<file path="config.mk">
export PLATFORM = sky130hd
export DESIGN_NAME = redmule_mx_exp_packer_flat
export DESIGN_NICKNAME = d
export VERILOG_FILES = /design/src/rtl/redmule_mx_exp_packer_if.sv /design/src/rtl/redmule_mx_exp_packer.sv /design/src/flat_wrapper.sv
export SDC_FILE = /design/constraint.sdc
export NUM_CORES = 1
export LEC_CHECK = 0
export ABC_AREA = 1
export BUFFER_PORTS_ARGS = -buffer_cell sky130_fd_sc_hd__buf_2
export CAP_MARGIN = 25
export CELL_PAD_IN_SITES_DETAIL_PLACEMENT = 0
export CELL_PAD_IN_SITES_GLOBAL_PLACEMENT = 1
export CORE_MARGIN = 2
export CORE_UTILIZATION = 43
export DETAILED_ROUTE_END_ITERATION = 7
export MAX_ROUTING_LAYER = met4
export PLACE_DENSITY = 0.91
export SETUP_SLACK_MARGIN = 0.05
export SYNTH_ARGS = -nofsm -noshare
export SYNTH_HDL_FRONTEND = slang
export SYNTH_SLANG_ARGS = --single-unit
</file>
<file path="constraint.sdc">
create_clock -name clk_i -period 7.5 [get_ports clk_i]
set_input_delay 0 -clock clk_i [delete_from_list [all_inputs] [get_ports clk_i]]
set_output_delay 0 -clock clk_i [all_outputs]
set_load 0.01 [all_outputs]
</file>
<file path="src/rtl/redmule_mx_exp_packer_if.sv">
// Handshake bundle for redmule_mx_exp_packer.
//   exp_valid / exp_ready / exp_data : incoming shared-exponent stream
//   out_valid / out_ready / out_data / out_strb / out_last : packed word stream
// slave  : the packer (consumes exponents, produces packed words)
// master : the environment (produces exponents, consumes packed words)
interface redmule_mx_exp_packer_if #(
   parameter int unsigned DATAW_ALIGN = 512,
   parameter int unsigned EXP_W       = 8
);
   logic                     exp_valid;
   logic                     exp_ready;
   logic [EXP_W-1:0]         exp_data;
   logic                     out_valid;
   logic                     out_ready;
   logic [DATAW_ALIGN-1:0]   out_data;
   logic [DATAW_ALIGN/8-1:0] out_strb;
   logic                     out_last;

   modport master (
      output exp_valid, exp_data, out_ready,
      input  exp_ready, out_valid, out_data, out_strb, out_last
   );

   modport slave (
      input  exp_valid, exp_data, out_ready,
      output exp_ready, out_valid, out_data, out_strb, out_last
   );
endinterface

</file>
<file path="src/rtl/redmule_mx_exp_packer.sv">
// Packs the MX output stage's shared exponents (one per 32-element block)
// into DATAW_ALIGN-bit words with byte strobes for the Z-exponent store
// streamer. A tile of num_exps_i exponents is counted down; the final partial
// word is flushed with out_last set, then done_o pulses for one cycle.
//
// Ports:
//   clk_i, rst_ni   clock, asynchronous active-low reset
//   clear_i         synchronous clear back to IDLE, drops any partial word
//   start_i         tile start (IDLE only), num_exps_i latched with it
//   num_exps_i      exponents in the tile
//   bus (slave)     exponent input stream and packed word output stream
//   busy_o          high in any state except IDLE
//   done_o          one-cycle tile-complete pulse
//
// State | meaning
// IDLE  | waiting for start_i
// FILL  | accepting exponents into the word buffer
// EMIT  | presenting the packed word, input blocked
// DONE  | tile complete, done_o high for one cycle
module redmule_mx_exp_packer #(
   parameter int unsigned DATAW_ALIGN = 512,
   parameter int unsigned EXP_W       = 8,
   parameter int unsigned CNT_W       = 16
) (
   input  logic                      clk_i,
   input  logic                      rst_ni,
   input  logic                      clear_i,
   input  logic                      start_i,
   input  logic [CNT_W-1:0]          num_exps_i,
   redmule_mx_exp_packer_if.slave    bus,
   output logic                      busy_o,
   output logic                      done_o
);

   localparam int unsigned EPW    = DATAW_ALIGN / EXP_W;
   localparam int unsigned SLOT_W = (EPW > 1) ? $clog2(EPW) : 1;
   localparam int unsigned STRB_W = DATAW_ALIGN / 8;
   localparam int unsigned SB     = EXP_W / 8;

   localparam logic [1:0] IDLE = 2'd0;
   localparam logic [1:0] FILL = 2'd1;
   localparam logic [1:0] EMIT = 2'd2;
   localparam logic [1:0] DONE = 2'd3;

   logic [1:0]             state_q;
   logic [DATAW_ALIGN-1:0] buf_q;
   logic [STRB_W-1:0]      strb_q;
   logic [SLOT_W-1:0]      slot_q;
   logic [CNT_W-1:0]       remain_q;

   logic exp_hs;
   logic out_hs;

   assign exp_hs = (state_q == FILL) && bus.exp_valid;
   assign out_hs = (state_q == EMIT) && bus.out_ready;

   always_ff @(posedge clk_i or negedge rst_ni) begin
      if (!rst_ni) begin
         state_q  <= IDLE;
         buf_q    <= '0;
         strb_q   <= '0;
         slot_q   <= '0;
         remain_q <= '0;
      end else if (clear_i) begin
         state_q  <= IDLE;
         buf_q    <= '0;
         strb_q   <= '0;
         slot_q   <= '0;
         remain_q <= '0;
      end else begin
         case (state_q)
            IDLE: begin
               if (start_i) begin
                  remain_q <= num_exps_i;
                  slot_q   <= '0;
                  buf_q    <= '0;
                  strb_q   <= '0;
                  state_q  <= (num_exps_i != '0) ? FILL : DONE;
               end
            end
            FILL: begin
               if (exp_hs) begin
                  buf_q[EXP_W*slot_q +: EXP_W] <= bus.exp_data;
                  strb_q[SB*slot_q +: SB]      <= '1;
                  slot_q                       <= slot_q + SLOT_W'(1);
                  remain_q                     <= remain_q - CNT_W'(1);
                  // remain is never 0 in FILL, so reaching 1 here means the
                  // tile's last exponent was just taken.
                  if (slot_q == SLOT_W'(EPW - 1) || remain_q == CNT_W'(1)) begin
                     state_q <= EMIT;
                  end
               end
            end
            EMIT: begin
               if (out_hs) begin
                  if (remain_q == '0) begin
                     state_q <= DONE;
                  end else begin
                     buf_q   <= '0;
                     strb_q  <= '0;
                     slot_q  <= '0;
                     state_q <= FILL;
                  end
               end
            end
            default: begin
               state_q <= IDLE;
            end
         endcase
      end
   end

   assign bus.exp_ready = (state_q == FILL);
   assign bus.out_valid = (state_q == EMIT);
   assign bus.out_data  = buf_q;
   assign bus.out_strb  = strb_q;
   assign bus.out_last  = (state_q == EMIT) && (remain_q == '0);
   assign busy_o        = (state_q != IDLE);
   assign done_o        = (state_q == DONE);

endmodule

</file>
<file path="src/flat_wrapper.sv">
// flat-port wrapper written by rule: the top's interface ports become plain ports
module redmule_mx_exp_packer_flat 
#(
   parameter int unsigned DATAW_ALIGN = 512,
   parameter int unsigned EXP_W       = 8,
   parameter int unsigned CNT_W       = 16
)
  (clk_i, rst_ni, clear_i, start_i, num_exps_i, busy_o, done_o, bus_exp_valid, bus_exp_data, bus_out_ready, bus_exp_ready, bus_out_valid, bus_out_data, bus_out_strb, bus_out_last);
  redmule_mx_exp_packer_if #(.DATAW_ALIGN(DATAW_ALIGN), .EXP_W(EXP_W)) bus_i ();
  input  logic clk_i;
  input  logic rst_ni;
  input  logic clear_i;
  input  logic start_i;
  input  logic [CNT_W-1:0] num_exps_i;
  output logic busy_o;
  output logic done_o;
  input wire logic [$bits(bus_i.exp_valid)-1:0] bus_exp_valid;
  input wire logic [$bits(bus_i.exp_data)-1:0] bus_exp_data;
  input wire logic [$bits(bus_i.out_ready)-1:0] bus_out_ready;
  output wire logic [$bits(bus_i.exp_ready)-1:0] bus_exp_ready;
  output wire logic [$bits(bus_i.out_valid)-1:0] bus_out_valid;
  output wire logic [$bits(bus_i.out_data)-1:0] bus_out_data;
  output wire logic [$bits(bus_i.out_strb)-1:0] bus_out_strb;
  output wire logic [$bits(bus_i.out_last)-1:0] bus_out_last;
  assign bus_i.exp_valid = bus_exp_valid;
  assign bus_i.exp_data = bus_exp_data;
  assign bus_i.out_ready = bus_out_ready;
  assign bus_exp_ready = bus_i.exp_ready;
  assign bus_out_valid = bus_i.out_valid;
  assign bus_out_data = bus_i.out_data;
  assign bus_out_strb = bus_i.out_strb;
  assign bus_out_last = bus_i.out_last;
  redmule_mx_exp_packer #(.DATAW_ALIGN(DATAW_ALIGN), .EXP_W(EXP_W), .CNT_W(CNT_W)) u_core (.clk_i(clk_i), .rst_ni(rst_ni), .clear_i(clear_i), .start_i(start_i), .num_exps_i(num_exps_i), .bus(bus_i), .busy_o(busy_o), .done_o(done_o));
endmodule
</file>
-- Word-level counts from Yosys, hierarchy flattened
Index checks and enable logic that the tools add are counted.
- output and inout bits: 581
- register bits: 600
- add/sub/neg operators: 4
- shifts and indexed selects: 4
- multiplexer cells: 32
- reductions and logical operators: 13
- equal/unequal tests: 10
- operators by type and width (operator ; count):
    2-to-1 mux 512 bit ; 5
    case mux 512 bit (3 select lines) ; 1
    bitwise mux 512 bit ; 1
    variable shift 8 x 34 -> 512 bit (first input constant) ; 1
    variable part select 8 x 34 -> 512 bit ; 1
    2-to-1 mux 64 bit ; 5
    case mux 64 bit (3 select lines) ; 1
    bitwise mux 64 bit ; 1
    variable shift 1 x 34 -> 64 bit (first input constant) ; 1
    variable part select 1 x 34 -> 64 bit (first input constant) ; 1
    2-to-1 mux 16 bit ; 3
    negation 6 -> 34 bit ; 1
    negation 9 -> 34 bit ; 1
    case mux 16 bit (2 select lines) ; 1
    2-to-1 mux 6 bit ; 5
    case mux 6 bit (3 select lines) ; 1
    equality test 16 x 1 -> 1 bit (second input constant) ; 1
    zero test 16 bit ; 1
    nonzero test 16 bit ; 1
    subtractor 16 x 1 -> 16 bit (second input constant) ; 1
    2-to-1 mux 2 bit ; 7
    != test 3 x 2 -> 1 bit (second input constant) ; 3
    adder 6 x 1 -> 6 bit (second input constant) ; 1
    equality test 6 bit (second input constant) ; 1
    13 further kinds ; 17

-- Depth between registers and ports, before layout
Gate-level depths: netlist (run 1).
- word-level depth: 6
- mapped depth: 16
- depth with buffers taken out: 15

-- Least setup slack after synthesis (run 1)
No wires, ideal clock.
- path type: register -> register
- start point: reg u_core.slot_q[0]
- end point: reg u_core.buf_q[504], in the netlist u_core.bus.out_data[504]
- stages on the path, launching flop included: 13
- buffers on the path: 2
- period minus slack after synthesis: 2588 ps
- required time: 7383 ps
- arrival: 2471 ps
- setup slack: 4912 ps
- cells stage by stage: dfrtp_1 inv_1 clkbuf_1 ha_1 clkbuf_1 inv_1 nand2_1 nor2_2 nand2_1 o21ai_0 nand2_1 nand2_1 nand2_1
- longest elaborated chain between the ends: 6
- RTL lines (what ; line ; source):
    from (decl) ; redmule_mx_exp_packer.sv:48 ; logic [SLOT_W-1:0] slot_q;
    from (signal assigned) ; redmule_mx_exp_packer.sv:85 ; slot_q <= slot_q + SLOT_W'(1);
    negation 9 -> 34 bit (*) ; redmule_mx_exp_packer.sv:83 ; buf_q[EXP_W*slot_q +: EXP_W] <= bus.exp_data;
    variable part select 8 x 34 -> 512 bit / variable shift 8 x 34 -> 512 bit (equally long branches) ; redmule_mx_exp_packer.sv:83 ;
    bitwise mux 512 bit (*) ; redmule_mx_exp_packer.sv:83 ;
    2-to-1 mux 512 bit (*) ; redmule_mx_exp_packer.sv:82 ; if (exp_hs) begin
    case mux 512 bit (3 select lines) (*) ; redmule_mx_exp_packer.sv:71 ; case (state_q)
    2-to-1 mux 512 bit (*) ; redmule_mx_exp_packer.sv:64 ; end else if (clear_i) begin
    to (signal, indexed assignment) ; redmule_mx_exp_packer.sv:83 ;
    to (decl) ; redmule_mx_exp_packer.sv:46 ; logic [DATAW_ALIGN-1:0] buf_q;
Mark *: on every way between the ends. The rest lies on a longest branch, timed or not. The select of a mux whose other input is x is not followed.
A chain may end at the register's enable or synchronous reset.

-- Worst setup path in the final report (run 1)
- start point: reg u_core.slot_q[0]
- end point: reg u_core.buf_q[149], in the netlist u_core.bus.out_data[149]
Same word-level chain as after synthesis.

==> results of run 1 <==
## layout make-up
cell class                 count  area [um2]
timing repair buffer         665        3600
fill                        5877       28700
clock buffer                  90        1910
inverter                      74         283
multi-input combinational   2471       10700
tap                          837        1050
clock inverter                25         397
sequential                   600       15000
## power breakdown
group / internal, mW / switching (mW)
combinational: 0.387 / 2.01
clock: 2.10 / 1.39
sequential: 3.30 / 0.0726
## critical path, stage by stage (launching register included)
cell and delay [ns]:
dfrtp_1 0.77, inv_1 0.43, ha_1 0.39, nand3_1 0.10, nand2_1 0.32, nand2_4 0.85
clkinv_2 0.89, buf_4 0.60, nand4_1 0.20, nand2_1 0.07
## logic make-up (layout without fill, tap and decap cells)
logic type      Yosys count  after routing  synth area share [%]
mux                       1              1                0.0375
buf+inv                 232            854                  3.82
compound gates           54             54                  1.09
flops                   600            600                  56.2
xor+xnor                  7              7                 0.230
simple gates           2402           2402                  38.3
fa+ha+maj                 7              7                 0.328
## synthesized netlist by cell type
| cell | count |
|---|---|
| nor2_2 | 50 |
| a21oi_1 | 13 |
| buf_2 | 45 |
| inv_1 | 60 |
| and3_1 | 1 |
| xnor2_1 | 1 |
| nor3_2 | 2 |
| nand2_1 | 1532 |
| nor2_4 | 9 |
| o22ai_1 | 6 |
| buf_1 | 22 |
| mux2i_1 | 1 |
| nand2_4 | 1 |
| a21oi_2 | 2 |
| nor4_1 | 10 |
| or2_2 | 1 |
| nor3_1 | 12 |
| dfrtp_1 | 600 |
| buf_6 | 2 |
| xor2_1 | 6 |
| nand3b_1 | 2 |
| clkinv_1 | 4 |
| nand2_2 | 16 |
| ha_1 | 7 |
| nor3_4 | 4 |
| nor2_1 | 218 |
| o21ai_0 | 31 |
| nand3_1 | 422 |
| nand4_1 | 120 |
| o211ai_1 | 2 |
| buf_4 | 21 |
| nand3_2 | 2 |
| clkbuf_1 | 68 |
| inv_2 | 10 |
## routing by layer
| layer | up-vias | share of wire (%) |
|---|---|---|
| met5 | - | 0 |
| met4 | 0 | 3.9 |
| met3 | 217 | 8.1 |
| met2 | 1106 | 47 |
| met1 | 12400 | 41 |
| li1 | 11800 | - |
## registers in the layout, indices dropped and copies added (netlist names)
signal,cells
u_core.state_q,2
u_core.bus.out_data,512
u_core.remain_q,16
u_core.slot_q,6
u_core.bus.out_strb,64
## repair_timing
| item | 4_1_cts | 5_1_grt |
|---|---|---|
| endpoints found under the setup margin | 0 | 0 |
| endpoints found under the hold margin | 127 | 0 |
| hold buffers | 24 | 0 |
## metrics by stage
step | area, um2 | cells | worst slack (ns) | total power, mW
floorplan | 26700 | 3303 | 4.91 | 5.00
global placement | 30300 | 4619 | 2.71 | 5.75
detailed placement | 30300 | 4620 | 2.71 | 5.76
CTS | 32900 | 4759 | 2.66 | 9.25
global route | 32900 | 4762 | 2.37 | 9.63
finish | 32900 | 4762 | 2.71 | 9.26
## worst max path at each step
stage          slack (ns)  depth (start not counted)                        to
2_1_floorplan        4.91                         12  u_core.bus.out_data[504]
3_3_place_gp         2.71                         10  u_core.bus.out_data[426]
3_5_place_dp         2.71                          9  u_core.bus.out_data[263]
4_1_cts              2.66                         10  u_core.bus.out_data[303]
5_1_grt              2.37                          9  u_core.bus.out_data[149]
6_report             2.71                          9  u_core.bus.out_data[149]
==> results.json, run 1 <==
{
  "status": "complete, no violations",
  "drt-pass1-iter-count": 6,
  "cts_buffer_depth": 3,
  "syn_nets": 3340,
  "rsz0062_at_grt": "false",
  "cts_sinks": 600,
  "synth_seq_cells": 600,
  "grtUsageTotal_pct": 32.1,
  "met3_usage_pct": 6.96,
  "p_per_area_mw_per_mm2": 281,
  "r2r_start": "u_core.slot_q[0]",
  "antenna_left": 0,
  "grt_pass1_wl_um": 152000,
  "portBuffers": 610,
  "crit_required_ns": 7.98,
  "cts_resized": 0,
  "hp-class": "in -> async",
  "diodes": 0,
  "core_mm2": 0.0616,
  "total_leakage_power_nw": 19.3,
  "tns_ns": 0,
  "clk_pin_slew_ns": 0.06,
  "min_period_ns": 4.79,
  "overflow": 0,
  "grt_antenna_before_repair": 0,
  "cp-start-kind": "flop",
  "finalSetupViolations": 0,
  "ios": 611,
  "final_cell_mix": "nand2_1 (1529), buf_2 (609), dfrtp_1 (600)",
  "path_class": "reg -> reg",
  "grt_use_met1_pct": 41.2,
  "wl_per_cell_um": 21.3,
  "vias": 25500,
  "synth_cell_type_count": 34,
  "numCtsBuffers": 67,
  "cts_tree": "yes",
  "layout.nets": 3916,
  "min_period_over_period_pct": 63.8,
  "syn_area_per_cell_um2": 8.08,
  "timing.rr.end": "u_core.bus.out_data[149]",
  "synth_area_mm2": 0.0267,
  "final-hold-violation-count": 0,
  "ys_seq_area_share_pct": 56.2,
  "drt_iter0_markers": 2311,
  "hpwlAfterDp_um": 69000,
  "grt.busiest_layer": "met2",
  "h-tree-depth": 3,
  "globalplace.congestion": 0.910,
  "grt_pass1_vias": 24500,
  "die_area_mm2": 0.0641,
  "end_kind": "flop",
  "row_count": 91,
  "clock_skew_ns": 0.0281,
  "postLayoutCoreUtil_pct": 53.5,
  "synth_top_area_cell": "dfrtp_1",
  "maxCapViolations": 0,
  "wirelength_um": 101000,
  "ctsRootBufferMaster": "clkbuf_16",
  "clkLatencyLatePin_ns": 0.62,
  "cp_max_fo": 76,
  "avgViaCountPerCell": 5.35,
  "relSlewSlack_pct": 34.1,
  "worstMarginPinSlew_ns": 0.989,
  "reg2regPathDepth": 9,
  "chipWidth_um": 253,
  "whs_ns": 0.0358,
  "ys_top_cells_by_area": "dfrtp_1 (56%), nand2_1 (22%), nand3_1 (7.9%), nor2_1 (3.1%), nand4_1 (2.8%)",
  "r2r_setup_slack_ns": 2.71,
  "drc_errors": 0,
  "arrival_ns": 5.27,
  "grt_max_degree": 155,
  "area_delta_synth_final_pct": 23.4,
  "grtUsageMet2_pct": 49.5,
  "max_freq_mhz": 209,
  "yosys_warnings": 0,
  "layout_commonest_cell": "nand2_1",
  "synth_top_area_share_pct": 56.2,
  "drive_above_1_share_pct": 21.6,
  "die_y_um": 253,
  "initial_utilization_pct": 43.3,
  "cts_setup_buffers": 0,
  "drv_slew": 0,
  "peakVddDrop_v": 0.000167,
  "startpoint": "u_core.slot_q[0]",
  "synthCells": 3303
}
(Power assumes the default switching activity.)
==> run 2, diff against run 1 <==
--- a/config.mk
+++ b/config.mk
@@ -11,10 +11,10 @@
 export CELL_PAD_IN_SITES_DETAIL_PLACEMENT = 0
 export CELL_PAD_IN_SITES_GLOBAL_PLACEMENT = 1
 export CORE_MARGIN = 2
-export CORE_UTILIZATION = 43
+export CORE_UTILIZATION = 40
 export DETAILED_ROUTE_END_ITERATION = 7
 export MAX_ROUTING_LAYER = met4
-export PLACE_DENSITY = 0.91
+export PLACE_DENSITY = 0.86
 export SETUP_SLACK_MARGIN = 0.05
 export SYNTH_ARGS = -nofsm -noshare
 export SYNTH_HDL_FRONTEND = slang
==> constraint.sdc (replaced) <==
create_clock -name clk_i -period 5 [get_ports clk_i]
set_input_delay 0 -clock clk_i [delete_from_list [all_inputs] [get_ports clk_i]]
set_output_delay 0 -clock clk_i [all_outputs]
set_load 0.01 [all_outputs]
==> results.json, run 2 (synthesized netlist as in run 1, its figures left out) <==
{
  "status": "finished with violations",
  "violations": "hold timing",
  "drive_above_1_share_pct": 21.8,
  "area_delta_synth_final_pct": 24.0,
  "clk_pin_slew_ns": 0.06,
  "portBuffers": 610,
  "vias": 25100,
  "tns_ns": 0,
  "layout_commonest_cell": "nand2_1",
  "relSlewSlack_pct": 31.6,
  "crit_required_ns": 5.50,
  "cp_max_fo": 27,
  "max_freq_mhz": 251,
  "final_cell_mix": "nand2_1 (1529), buf_2 (609), dfrtp_1 (600)",
  "clock_skew_ns": 0.0222,
  "cts_resized": 0,
  "grt_max_degree": 153,
  "cts_tree": "yes",
  "fillerInstances": 6455,
  "layout.nets": 3930,
  "worstMarginPinSlew_ns": 1.02,
  "finalPower_mw": 13.9,
  "cp-start-kind": "flop",
  "p_per_area_mw_per_mm2": 420,
  "end_kind": "flop",
  "hp-class": "in -> async",
  "path_class": "reg -> reg",
  "whs_ns": -0.0218,
  "peakVddDrop_v": 0.000366,
  "wirelength_um": 104000,
  "diodes": 0,
  "grt_pass1_vias": 24400,
  "drt-pass1-iter-count": 6,
  "place_inst": 4654,
  "hpwlAfterDp_um": 72500,
  "maxCapViolations": 0,
  "die_y_um": 262,
  "setup_slack_ns": 1.01,
  "wl_per_cell_um": 21.6,
  "arrival_ns": 4.49,
  "antenna_left": 0,
  "numCtsBuffers": 68,
  "avgViaCountPerCell": 5.23,
  "dpl_worst_slack_ns": 1.02,
  "min_period_over_period_pct": 79.8,
  "cts_sinks": 600,
  "finalSetupViolations": 0,
  "drt_iter0_markers": 2243,
  "overflow": 0,
  "cts_buffer_depth": 3,
  "drv_slew": 0,
  "seq_area_mm2": 0.0150,
  "total_leakage_power_nw": 19.4,
  "core_mm2": 0.0659,
  "cts_hold_buf": 32,
  "grtUsageTotal_pct": 30.4,
  "largest_register_ffs": 512,
  "fin_cells": 4807,
  "final-hold-violation-count": 10,
  "grt_pass1_wl_um": 156000,
  "die_area_mm2": 0.0688,
  "min_period_ns": 3.99,
  "ios": 611,
  "cts_setup_buffers": 0,
  "chipWidth_um": 262,
  "h-tree-depth": 3,
  "multi_input_area_mm2": 0.0107,
  "drc_errors": 0,
  "clkLatencyLatePin_ns": 0.62,
  "rsz0062_at_grt": "false",
  "row_count": 94,
  "ctsRootBufferMaster": "clkbuf_16",
  "grt_antenna_before_repair": 0,
  "initial_utilization_pct": 40.5,
  "globalplace.congestion": 0.900
}
run 2: cell count changes in the layout (fill, tap and decap cells not counted), sizes merged:
cell	previous run	this run
buf	641	646
dlygate4sd3	24	32
inv	70	71
clkinv	18	24
clkbuf	90	94
clkinvlp	2	0
bufinv	9	5
run 2: routing by layer:
layer,GRT usage [%],share of wire (%),vias to the layer above
met1,38.0,41,12200
met5,-,0,-
met4,12.9,4.5,0
li1,-,-,11800
met3,7.07,7.5,216
met2,47.5,47,949
run 2: metrics by stage:
step	utilization, %	cell area [um2]
3_5_place_dp	46.2	30500
6_report	50.3	33100
3_3_place_gp	46.2	30500
4_1_cts	50.2	33100
5_1_grt	50.3	33100
2_1_floorplan	-	26700
run 2: final cells by class:
cell class                 count  area share, %
timing repair buffer         678           11.3
multi-input combinational   2471           32.3
inverter                      74          0.854
clock buffer                  94           5.98
sequential                   600           45.3
tap                          864           3.26
clock inverter                26           1.02
run 2: final timing paths:
path                                             to  slack (ns)                      from  cells after the start
setup / recovery                 u_core.remain_q[6]        1.01         u_core.state_q[1]                     12
hold / removal             u_core.bus.out_data[414]       -0.02                    rst_ni                      2
setup reg to reg                 u_core.remain_q[6]        1.01         u_core.state_q[1]                     12
hold reg to reg            u_core.bus.out_data[380]        0.46  u_core.bus.out_data[380]                      2
max in group asynchronous  u_core.bus.out_data[178]        3.61                    rst_ni                      3
min in group clk_i           u_core.bus.out_data[3]        0.06           bus_exp_data[3]                      4
run 2: where the power goes:
group	switching, mW	total [mW]	internal (mW)
registers	0.0923	5.04	4.95
clock network	2.14	5.19	3.05
logic	3.05	3.68	0.625
run 2: critical path, stage by stage, from the launching register on:
cell and delay, ns:
dfrtp_1 0.44, inv_2 0.12, nand2_2 0.26, nor2_4 0.87, buf_4 0.50, nand2_1 0.09, nand2_1 0.11, a21oi_2 0.11
nand2_1 0.40, inv_1 0.13, o21ai_0 0.15, o22ai_1 0.11, dlygate4sd3_1 0.57
